===== config.mk =====
export PLATFORM = sky130hd
export DESIGN_NAME = spi_master
export DESIGN_NICKNAME = d
export VERILOG_FILES = /design/src/rtl/spi_master.sv
export SDC_FILE = /design/constraint.sdc
export NUM_CORES = 1
export LEC_CHECK = 0
export ABC_AREA = 1
export CAP_MARGIN = 0
export CORE_MARGIN = 3
export CORE_UTILIZATION = 55
export DETAILED_ROUTE_END_ITERATION = 8
export GPL_ROUTABILITY_DRIVEN = 0
export GPL_TIMING_DRIVEN = 1
export PLACE_DENSITY = 0.8
export SLEW_MARGIN = 10
export SYNTH_ARGS = -nofsm -noshare
export SYNTH_HDL_FRONTEND = slang
export SYNTH_SLANG_ARGS = --single-unit

===== constraint.sdc =====
create_clock -name clk -period 2.95 [get_ports clk]
set_input_delay 0.295 -clock clk [delete_from_list [all_inputs] [get_ports clk]]
set_output_delay 0.295 -clock clk [all_outputs]
set_load 0.02 [all_outputs]

===== src/rtl/spi_master.sv =====
// spi_master: SPI bus master, NBYTES-wide frames, MSB first, all four cpol/cpha modes.
// Optional SPI_MASTER_LOOPBACK_EN adds a loopback input that samples mosi instead of miso.
module spi_master #(
    parameter int NBYTES = 1,
    parameter int CLKDIV = 4,
    parameter int GAP    = 8
) (
    input  logic                  clk,
    input  logic                  reset,
    input  logic                  cpol,
    input  logic                  cpha,
    input  logic                  start,
    input  logic [8*NBYTES-1:0]   din,
    output logic [8*NBYTES-1:0]   dout,
    output logic                  busy,
    output logic                  done,
    output logic                  select,
    output logic                  mclk,
    output logic                  mosi,
    input  logic                  miso
`ifdef SPI_MASTER_LOOPBACK_EN
    ,
    input  logic                  loopback
`endif
);

    localparam int N     = 8 * NBYTES;
    localparam int EDGES = 16 * NBYTES;
    localparam int WW    = $clog2(GAP + 1);
    localparam int HW    = $clog2(CLKDIV + 1);
    localparam int EW    = $clog2(EDGES + 1);

    typedef enum logic [2:0] {
        IDLE,
        LEAD,
        SHIFT,
        TRAIL,
        HOLD
    } state_t;

    state_t        state_q, state_d;
    logic [WW-1:0] wait_q, wait_d;
    logic [HW-1:0] half_q, half_d;
    logic [EW-1:0] edge_q, edge_d;
    logic [N-1:0]  sr_q, sr_d;
    logic [N-1:0]  dout_q, dout_d;
    logic          cpha_q, cpha_d;
    logic          mclk_q, mclk_d;
    logic          mosi_q, mosi_d;
    logic          sel_q, sel_d;
    logic          busy_q, busy_d;
    logic          done_q, done_d;
    logic          sample_bit;
    logic          leading;

    // Select the bit shifted into sr on a sampling edge
`ifdef SPI_MASTER_LOOPBACK_EN
    always_comb begin
        sample_bit = loopback ? mosi_q : miso;
    end
`else
    always_comb begin
        sample_bit = miso;
    end
`endif

    // Register all state; reset abandons any frame in progress
    always_ff @(posedge clk or posedge reset) begin
        if (reset) begin
            state_q <= IDLE;
            wait_q  <= '0;
            half_q  <= '0;
            edge_q  <= '0;
            sr_q    <= '0;
            dout_q  <= '0;
            cpha_q  <= 1'b0;
            mclk_q  <= 1'b0;
            mosi_q  <= 1'b0;
            sel_q   <= 1'b0;
            busy_q  <= 1'b0;
            done_q  <= 1'b0;
        end else begin
            state_q <= state_d;
            wait_q  <= wait_d;
            half_q  <= half_d;
            edge_q  <= edge_d;
            sr_q    <= sr_d;
            dout_q  <= dout_d;
            cpha_q  <= cpha_d;
            mclk_q  <= mclk_d;
            mosi_q  <= mosi_d;
            sel_q   <= sel_d;
            busy_q  <= busy_d;
            done_q  <= done_d;
        end
    end

    // Next-state logic: frame sequencing, mclk generation and shifting
    always_comb begin
        state_d = state_q;
        wait_d  = wait_q;
        half_d  = half_q;
        edge_d  = edge_q;
        sr_d    = sr_q;
        dout_d  = dout_q;
        cpha_d  = cpha_q;
        mclk_d  = mclk_q;
        mosi_d  = mosi_q;
        sel_d   = sel_q;
        busy_d  = busy_q;
        done_d  = 1'b0;
        // Edges count down from an even total, so odd edges see an even count
        leading = ~edge_q[0];
        unique case (state_q)
            IDLE: begin
                sel_d  = 1'b0;
                busy_d = 1'b0;
                mclk_d = cpol;
                if (start) begin
                    sr_d    = din;
                    cpha_d  = cpha;
                    sel_d   = 1'b1;
                    mosi_d  = din[N-1];
                    busy_d  = 1'b1;
                    wait_d  = WW'(GAP);
                    state_d = LEAD;
                end
            end
            LEAD: begin
                if (wait_q == WW'(1)) begin
                    half_d  = HW'(CLKDIV);
                    edge_d  = EW'(EDGES);
                    state_d = SHIFT;
                end else begin
                    wait_d = wait_q - WW'(1);
                end
            end
            SHIFT: begin
                if (half_q == HW'(1)) begin
                    mclk_d = ~mclk_q;
                    edge_d = edge_q - EW'(1);
                    half_d = HW'(CLKDIV);
                    if (leading) begin
                        if (!cpha_q) begin
                            sr_d = {sr_q[N-2:0], sample_bit};
                        end else begin
                            mosi_d = sr_q[N-1];
                        end
                    end else begin
                        if (cpha_q) begin
                            sr_d = {sr_q[N-2:0], sample_bit};
                        end else if (edge_q != EW'(1)) begin
                            mosi_d = sr_q[N-1];
                        end
                    end
                    if (edge_q == EW'(1)) begin
                        wait_d  = WW'(GAP);
                        state_d = TRAIL;
                    end
                end else begin
                    half_d = half_q - HW'(1);
                end
            end
            TRAIL: begin
                if (wait_q == WW'(1)) begin
                    sel_d   = 1'b0;
                    dout_d  = sr_q;
                    done_d  = 1'b1;
                    wait_d  = WW'(GAP);
                    state_d = HOLD;
                end else begin
                    wait_d = wait_q - WW'(1);
                end
            end
            HOLD: begin
                if (wait_q == WW'(1)) begin
                    busy_d  = 1'b0;
                    state_d = IDLE;
                end else begin
                    wait_d = wait_q - WW'(1);
                end
            end
            default: begin
                state_d = IDLE;
            end
        endcase
    end

    assign dout   = dout_q;
    assign busy   = busy_q;
    assign done   = done_q;
    assign select = sel_q;
    assign mclk   = mclk_q;
    assign mosi   = mosi_q;

endmodule


==> flow_summary.toml <==
[yosys]
ys_warn_count = 0
synth_top_cell_by_area = "dfrtp_1"
seq_area_frac_synth = 0.458
yosysMostFrequentCell = "nand2_1"
synth_fp_nets = 274
synth.distinct_cells = 28
async_flop_share = 1.00
synth_common_cells = "nand2_1 (93), dfrtp_1 (37), inv_1 (25), o21ai_0 (18), nand3_1 (15)"
ys_top_cells_by_area = "dfrtp_1 (46%), nand2_1 (17%), inv_1 (4.6%)"
synthesis.area_per_instance_um2 = 7.97
postSynthCellCount = 254
synth_area_mm2 = 0.00202
synth-main-ff-cell = "dfrtp_1"
ys_seq_elements = 37
synth_edf_count = 0
synth_top_area_share = 0.458

[floorplanning]
die_area_mm2 = 0.00444
core_area_mm2 = 0.00344
row_count = 21
start_util = 0.588
io-pin-count = 27
die_h_um = 66.7
die_x_um = 66.7

[clocking]
post_cts_buffers = 0
clockBufferDepth = 2
htreeDepth = 2
clockRootBuffer = "clkbuf_8"
hold_buffers = 0
cts_made_buffers = 5
cts_tree = "built"
numClockSinks = 37
post_cts_resized = 0
clk_pin_slew_worst_paths_ps = 80
clkLatencyLatePin_ps = 290

[power_and_ir_drop]
ir_drop_mv = 0.622
p_seq_frac = 0.344
swShare = 0.438
power.density_mw_per_mm2 = 1040
pwr-share-comb = 0.481
clockPowerShare = 0.175
switching_power_w = 0.00111
p_leak_nw = 1.26
p_total_w = 0.00253
power.internal_w = 0.00142

[routing]
routed_wl_um = 4150
post_drt_wl_per_cell_um = 12.5
drc = 0
ant_nets = 0
vias_per_cell = 5.03
vias = 1669
first_pass_iters = 4
drt_iter0_markers = 120

[setup_path]
crit_slowest_cell = "dfrtp_1"
crit_path_cell_trace = "inv_1 -> ha_1 -> inv_1 -> nor2_1 -> nand3_1 -> a21oi_4 -> nand2_2 -> nand2_1 -> nand2_1"
cp_max_fo = 6
critPathRequiredTime_ps = 3130
setup.worst_path.class = "flop to flop"
ff2ff_path_depth = 9
cp.arrival_ps = 1810
critPathLaunchType = "flop"
max_stage_delay_ps = 360
end_kind = "flop"

[finish]
antennaDiodeCount = 0
fin_area_mm2 = 0.00244
fill_cells = 271
areaGrowthSynthToFinish_pct = 20.7
drive_gt1_frac = 0.147
fin_util = 0.710
final_nets = 305

[timing]
slew_headroom = 0.686
fin_crit_ps = 1630
rsz0062_at_grt = "false"
tightest_slew_ps = 470
fin_skew_ps = 8.69
fmax_mhz = 614
fin_ws_ps = 1320
fin_tns_setup_ps = 0
finalHoldViolCount = 0
period_share = 0.552
setup_viol = 0
slew_viol_final = 0

[grt]
grt_max_degree = 38
grtUsageTotal = 0.216
antenna_found_initial = 0
grt_overflow = 0
grt_pass1_vias = 1663
grt_pass1_wl_um = 7350

[job]
cap_violations = 0

[placed_design]
port_buffers = 26
dpl.hpwl_um = 2990
post-place-ws_ps = 1330
dpl_cell_area_mm2 = 0.00233

[status]
run_status = "finished, final reports clean"

[hold_path]
hp-class = "input port to async pin"
cell usage in the layout (no fill, tap or decap), types with 2 or more instances in the layout:
cell / instances
o21ai_0: 18
nor2_1: 14
clkbuf_8: 5
a21oi_1: 3
o21ai_1: 2
nor2_4: 2
dfrtp_1: 37
nand2_2: 6
o21ai_2: 9
nor2_2: 3
inv_2: 2
nand2_4: 5
clkdlybuf4s50_1: 26
inv_1: 25
ha_1: 6
nand2_1: 93
nand3_1: 15
critical path: cells and delay by family, from the launching register on:
family,cells,cell delay (ps)
fa+ha+maj,1,180
simple gates,5,620
compound gates,1,230
flops,1,360
buf+inv,2,140
metrics by stage:
step / hold slack, ps / cells
after floorplan: 449 / 254
after global placement: 454 / 324
after detailed placement: 458 / 324
after CTS: 426 / 332
after global routing: 471 / 332
final: 417 / 332
power by group through the flow:
stage	Sequential (W)	Combinational, W	Clock [W]
2_1_floorplan	0.000910	0.000859	0
4_1_cts	0.000870	0.00123	0.000452
5_1_grt	0.000899	0.00139	0.000477
3_5_place_dp	0.000877	0.00122	0
6_report	0.000870	0.00122	0.000443
3_3_place_gp	0.000871	0.00119	0
final cells by class:
type / count / area [um2] / share of cell area
Multi-Input combinational cell: 185 / 960 / 0.393
Timing Repair Buffer: 27 / 268 / 0.110
Sequential cell: 37 / 926 / 0.379
Clock buffer: 5 / 68.8 / 0.0282
Inverter: 29 / 116 / 0.0476
Clock inverter: 3 / 46.3 / 0.0190
Tap cell: 46 / 57.6 / 0.0236
state kept, by name, summed over array words and instances (netlist names):
| register | flops |
|---|---|
| dout | 8 |
| sr_q | 8 |
| edge_q | 5 |
| wait_q | 4 |
| half_q | 3 |
| state_q | 3 |
| busy | 1 |
| cpha_q | 1 |
| done | 1 |
| mclk | 1 |
| mosi | 1 |
| select | 1 |
layer usage:
metal | up-vias | track usage | wire [um]
met5 | - | 0 | 0
met4 | 0 | 0.0635 | 61
met3 | 7 | 0.0489 | 101
met2 | 24 | 0.380 | 2120
met1 | 784 | 0.263 | 1870
li1 | 854 | - | -
cells by family (layout without fill, tap and decap cells):
kind of cell	count (synthesis)	in the layout	synth area share
fa+ha+maj	6	6	0.0371
compound gates	35	35	0.113
buf+inv	32	64	0.0680
xor+xnor	2	2	0.00866
simple gates	142	142	0.316
flops	37	37	0.458
final timing paths:
path	start	end	slack, ps
worst max-delay path	half_q[1]	wait_q[1]	1320
worst min-delay path	reset	half_q[0]	420
worst max register to register	half_q[1]	wait_q[1]	1320
worst min register to register	mosi	mosi	480
max in group asynchronous	reset	edge_q[1]	2200
min in group clk	mosi	mosi	480
Note: power is estimated with default switching activity, not from simulation.
